File: src/rtl/ternary_dot_product.sv
// Ternary-weight dot-product tile: 32 ternary weights, byte-serial activations,
// signed 14-bit saturating accumulator.
//
// Ports:
//   clk      rising-edge clock
//   rst      synchronous active-high reset
//   ena      design select, ignored
//   ui_in    data byte (4 weights or 8 activations)
//   uio_in   [1:0] command: 00 NOP, 01 LOAD_W, 10 LOAD_X, 11 CLEAR
//   uo_out   acc[7:0]
//   uio_out  {acc[13:8], 2'b00}
//   uio_oe   constant 8'hFC
module ternary_dot_product (
  input  logic       clk,
  input  logic       rst,
  input  logic       ena,
  input  logic [7:0] ui_in,
  input  logic [7:0] uio_in,
  output logic [7:0] uo_out,
  output logic [7:0] uio_out,
  output logic [7:0] uio_oe
);

  localparam logic [1:0] CMD_NOP   = 2'b00;
  localparam logic [1:0] CMD_LOADW = 2'b01;
  localparam logic [1:0] CMD_LOADX = 2'b10;
  localparam logic [1:0] CMD_CLEAR = 2'b11;

  logic [31:0]        w_pos;
  logic [31:0]        w_neg;
  logic [31:0]        x;
  logic [1:0]         cnt;
  logic signed [13:0] acc;

  logic [1:0]         cmd;
  logic [3:0]         pos4;
  logic [3:0]         neg4;
  logic [31:0]        v;
  logic [5:0]         pc_pos;
  logic [5:0]         pc_neg;
  logic signed [6:0]  d;
  logic signed [14:0] sum;
  logic signed [13:0] acc_sat;

  logic unused_bits;
  assign unused_bits = ^{ena, uio_in[7:2]};

  assign cmd = uio_in[1:0];

  // 01 -> +1, 11 -> -1, 00/10 -> 0
  always_comb begin
    pos4 = '0;
    neg4 = '0;
    for (int k = 0; k < 4; k++) begin
      pos4[k] = (ui_in[2*k +: 2] == 2'b01);
      neg4[k] = (ui_in[2*k +: 2] == 2'b11);
    end
  end

  // Vector as it will look once this byte is shifted in.
  assign v = {ui_in, x[31:8]};

  PopCount32 u_pc_pos (
    .data  (w_pos & v),
    .count (pc_pos)
  );

  PopCount32 u_pc_neg (
    .data  (w_neg & v),
    .count (pc_neg)
  );

  assign d = $signed({1'b0, pc_pos}) - $signed({1'b0, pc_neg});

  assign sum = {acc[13], acc} + {{8{d[6]}}, d};

  // Top two bits disagree only when the 15-bit sum left the 14-bit range.
  always_comb begin
    unique case (sum[14:13])
      2'b01:   acc_sat = 14'sh1FFF;
      2'b10:   acc_sat = 14'sh2000;
      default: acc_sat = sum[13:0];
    endcase
  end

  always_ff @(posedge clk) begin
    if (rst) begin
      w_pos <= '0;
      w_neg <= '0;
      x     <= '0;
      cnt   <= '0;
      acc   <= '0;
    end else begin
      unique case (cmd)
        CMD_LOADW: begin
          w_pos <= {pos4, w_pos[31:4]};
          w_neg <= {neg4, w_neg[31:4]};
        end
        CMD_LOADX: begin
          x   <= v;
          cnt <= cnt + 2'd1;
          if (cnt == 2'd3)
            acc <= acc_sat;
        end
        CMD_CLEAR: begin
          acc <= '0;
          cnt <= '0;
        end
        CMD_NOP: ;
        default: ;
      endcase
    end
  end

  assign uo_out  = acc[7:0];
  assign uio_out = {acc[13:8], 2'b00};
  assign uio_oe  = 8'hFC;

endmodule

// Combinational 32-bit population count.
module PopCount32 (
  input  logic [31:0] data,
  output logic [5:0]  count
);

  always_comb begin
    count = '0;
    for (int i = 0; i < 32; i++)
      count = count + {5'd0, data[i]};
  end

endmodule

File: config.mk
export PLATFORM = sky130hd
export DESIGN_NAME = ternary_dot_product
export DESIGN_NICKNAME = d
export VERILOG_FILES = /design/src/rtl/ternary_dot_product.sv
export SDC_FILE = /design/constraint.sdc
export NUM_CORES = 1
export LEC_CHECK = 0
export CORE_MARGIN = 3
export CORE_UTILIZATION = 26
export DETAILED_ROUTE_END_ITERATION = 6
export MAX_ROUTING_LAYER = met4
export SYNTH_ARGS = -nofsm -noshare
export SYNTH_HDL_FRONTEND = slang
export SYNTH_SLANG_ARGS = --single-unit
File: constraint.sdc
create_clock -name clk -period 13.4 [get_ports clk]
set_input_delay 1.34 -clock clk [delete_from_list [all_inputs] [get_ports clk]]
set_output_delay 1.34 -clock clk [all_outputs]
set_load 0.02 [all_outputs]
==> impl_results.md <==
* Register-to-Register Setup Slack at 3.37 ns
* Relative slew slack at 19.96%
* Total setup violations reported at the end of the flow at 0
* Number of fillers in the final layout at 2,695
* Combinational fraction of design power at 9.8%
* Worst Setup End Kind: flop
* Final hold viol count at 0
* Layout Area Growth over Synthesis at 12.32%
* Number of input and output port buffers inserted at 25
* Biggest fanout along the worst timing path at 19
* Worst-path cell with the longest stage delay: sky130_fd_sc_hd__ha_1
* Initial core utilization at 26.62%
* Part of the cycle the worst path needs at 81.70%
* Fraction of final layout cells with drive strength greater than 1 at 3.461%
* Number of violations of the max-capacitance limit at 0
* Worst Path Buf+Inv at 5
* LEAKAGE at 2.933 nW
* Number of sinks driven by the clock tree at 104
* Total length of routed wires at 14,100 um
* Global Route Usage Sum at 11.32%
* Clock root cell: sky130_fd_sc_hd__clkbuf_16
* Mapped Cells at 804
* Arrival time of data at the critical path endpoint at 11.23 ns
* Total of cells resized after clock tree synthesis at 0
* Gate family responsible for the most delay along the worst path: adder cells
* Number of detailed-routing iterations run before antenna repair at 4
* CP Launch Type: primary input
* Placement Setup Slack at 2.072 ns
* Portion of the post-synthesis area used by sequential elements at 31.88%
* Unrepaired setup endpoints after global routing: no
* Number of flip-flops and latches in the synthesized netlist at 104
* Leading cell type by number of instances after synthesis: sky130_fd_sc_hd__nand2_1
* Final critical delay including setup and external delays at 10.95 ns
* Top-level I/O count at 43
* DR DRC count at 0
* Class of the tightest hold or removal check: reg2reg
* Final-layout setup total negative slack at 0 ns
* Number of enable flip-flop cells after synthesis at 0
* Async set or reset register ratio after synthesis at 0%
* # nets final at 913
* Internal Dissipation at 0.0004800 W
* Die Footprint at 27,050 um^2
* Diodes inserted at 0
* Top cells by count, synth: 220 x sky130_fd_sc_hd__nand2_1, 117 x sky130_fd_sc_hd__a21oi_1, 104 x sky130_fd_sc_hd__dfxtp_1
* Post-synth top flop: sky130_fd_sc_hd__dfxtp_1
* Average size of a mapped cell at 8.122 um^2
* Die X-Extent at 164.5 um
* Clock network power share at 41.4%
* Area share of the leading cell type in the synthesized netlist at 31.88%
* Sw frac at 25.74%
* Vias after detailed routing at 4,922
* Worst Hold Path Cells at 2
* Routed Antenna Nets at 0
* Reg clk slew, reported paths at 0.07 ns
* Number of hold-repair buffers added at the cts stage at 0
* Vias/cell at 4.344
* Slew Limit Fails at 0
* Share of power burned in registers at 48.8%
* Buffer levels on the longest clock path at 2
* Max rail drop VDD at 0.08465 mV
* Highest attainable clock frequency at 91.35 MHz
* Clock latency on the worst-skew pair at 0.35 ns
* DIE HEIGHT at 164.5 um
* Total number of H-tree levels at 3
* Initial antenna violation count at 0
* Power per standard cell area at 88.12 nW/um^2
* Wirelength per Cell at 12.44 um
* Number of cells on the critical path at 33
* Largest stage delay, worst path at 0.72 ns
* Pin count of the biggest net entering global routing at 106
* Unique masters post-synth at 44
* Post-detailed-placement half-perimeter wirelength at 10,000 um
* Slew at the pin closest to its max-slew limit at 1.195 ns
* Library cell with the largest summed area after synthesis: sky130_fd_sc_hd__dfxtp_1
* Total clock buffers created by CTS at 9
* Path type of the worst setup path: in2reg
* Worst clock skew at 0.007254 ns
* Std-Cell Core Area at 24,530 um^2
* Number of global-route vias before repair at 4,843
* Sink of the worst hold path: w_pos[3]
* Grt total ovfl at 0
* Ys Warns at 0
* Wire length of the first global-routing pass at 24,130 um
* Switching component of the power at 0.0001663 W
* Clock tree from TritonCTS: built
* Origin of the worst min-delay path: w_pos[3]
* Critical path data required time at 13.68 ns
* Violation count after the first detailed-route iteration at 258
* Run status: completed
* Largest cells by area after synthesis: sky130_fd_sc_hd__dfxtp_1 32%, sky130_fd_sc_hd__fa_1 15%, sky130_fd_sc_hd__nand2_1 13%
* Placement row count at 57
* Worst R2R Path Depth at 32
* Worst setup margin at 2.453 ns
* Postcts setup bufs at 0
* Most used cell, CP: sky130_fd_sc_hd__fa_1
* Synthesized cell area at 6530 um^2
* Startpoint of the lowest-slack register-to-register path: w_neg[1]
* RD Place Congestion at 0.8065
* Capture instance of the worst register-to-register path: acc[11]
[logic make-up after synthesis]
family	share of synthesized area, %
buffers and inverters	7.779
AO/OA/AOI/OAI	14.64
other	0.1150
adder cells (fa/ha/maj)	22.99
AND/OR/NAND/NOR	19.39
multiplexers	0.6515
XOR/XNOR	2.548
flip-flops	31.88
[per-stage QoR]
| step | power [W] | utilization (%) | instances | instance area [um^2] | hold WS (ns) |
|---|---|---|---|---|---|
| after floorplan | 0.0003695 | - | 812 | 6560 | 0.4317 |
| after global placement | 0.0003861 | 28.68 | 1117 | 7037 | 0.4385 |
| after detailed placement | 0.0003865 | 28.68 | 1117 | 7037 | 0.4479 |
| after CTS | 0.0006562 | 29.90 | 1133 | 7335 | 0.4579 |
| after global routing | 0.0006747 | 29.90 | 1133 | 7335 | 0.4747 |
| final | 0.0006463 | 29.90 | 1133 | 7335 | 0.4519 |
[power groups by stage]
stage                     Clock (W)  Sequential, W  Combinational (W)
final                      0.000267       0.000315          0.0000636
after global placement            0       0.000322          0.0000637
after detailed placement          0       0.000322          0.0000641
after global routing       0.000287       0.000316          0.0000719
after CTS                  0.000277       0.000315          0.0000643
after floorplan                   0       0.000322          0.0000476
[layout by cell type, fill, tap and decap left out, types with 3 or more instances in the layout]
cell                              synthesis  routed
sky130_fd_sc_hd__a21oi_1                117     117
sky130_fd_sc_hd__o21ai_0                  3       3
sky130_fd_sc_hd__a31oi_1                  6       6
sky130_fd_sc_hd__nor2_1                  13      13
sky130_fd_sc_hd__and2_1                  32      32
sky130_fd_sc_hd__dfxtp_1                104     104
sky130_fd_sc_hd__xnor2_1                 10      10
sky130_fd_sc_hd__xor2_1                   9       9
sky130_fd_sc_hd__clkdlybuf4s50_1          0      24
sky130_fd_sc_hd__inv_1                   77      77
sky130_fd_sc_hd__buf_4                   10       5
sky130_fd_sc_hd__nand2b_1                 5       4
sky130_fd_sc_hd__conb_1                   2      10
sky130_fd_sc_hd__o21a_1                   3       3
sky130_fd_sc_hd__ha_1                    40      40
sky130_fd_sc_hd__nand3_1                  6       6
sky130_fd_sc_hd__o21bai_1                 3       3
sky130_fd_sc_hd__fa_1                    50      50
sky130_fd_sc_hd__a21o_1                  16      16
sky130_fd_sc_hd__a221o_1                  3       3
sky130_fd_sc_hd__nor2b_1                  7       5
sky130_fd_sc_hd__nand3b_1                 6       6
sky130_fd_sc_hd__nand2_1                220     220
sky130_fd_sc_hd__clkbuf_16                0       9
[routing by layer]
metal  global-route usage [%]  vias to the layer above  routed length [um]
li1                         -                     2546                   -
met1                    14.80                     2326                6922
met2                    18.38                       41                6778
met3                    1.956                        9                 268
met4                    2.707                        0                 129
met5                        -                        -                   0
[worst max path at each step]
stage	startpoint	endpoint	slack (ns)
CTS	ui_in[0]	acc[11]	2.47
floorplan	ui_in[0]	acc[12]	3.93
global placement	ui_in[0]	acc[11]	2.13
detailed placement	ui_in[0]	acc[11]	2.07
global route	ui_in[0]	acc[12]	1.85
finish	ui_in[0]	acc[11]	2.45
[area by class of cell]
type	count	area, um^2	area share (%)
clock buffers	11	232.7	3.173
clock inverters	5	65.06	0.8871
inverters	77	289.0	3.941
multi-input cells	583	3983	54.30
flip-flops and latches	104	2082	28.39
well taps	324	405.4	5.527
repair buffers	29	277.8	3.787
[sequential cells by signal (all words and copies together), names as in the netlist]
name	count
acc	14
w_pos	32
cnt	2
x	24
w_neg	32
[tightest hold or removal path, delay by kind of cell, from the launching register on]
kind	cells	cell delay, ns
AO/OA/AOI/OAI	1	0.05
flip-flops	1	0.31
AND/OR/NAND/NOR	1	0.05
Note: power is estimated with default switching activity, not from simulation.
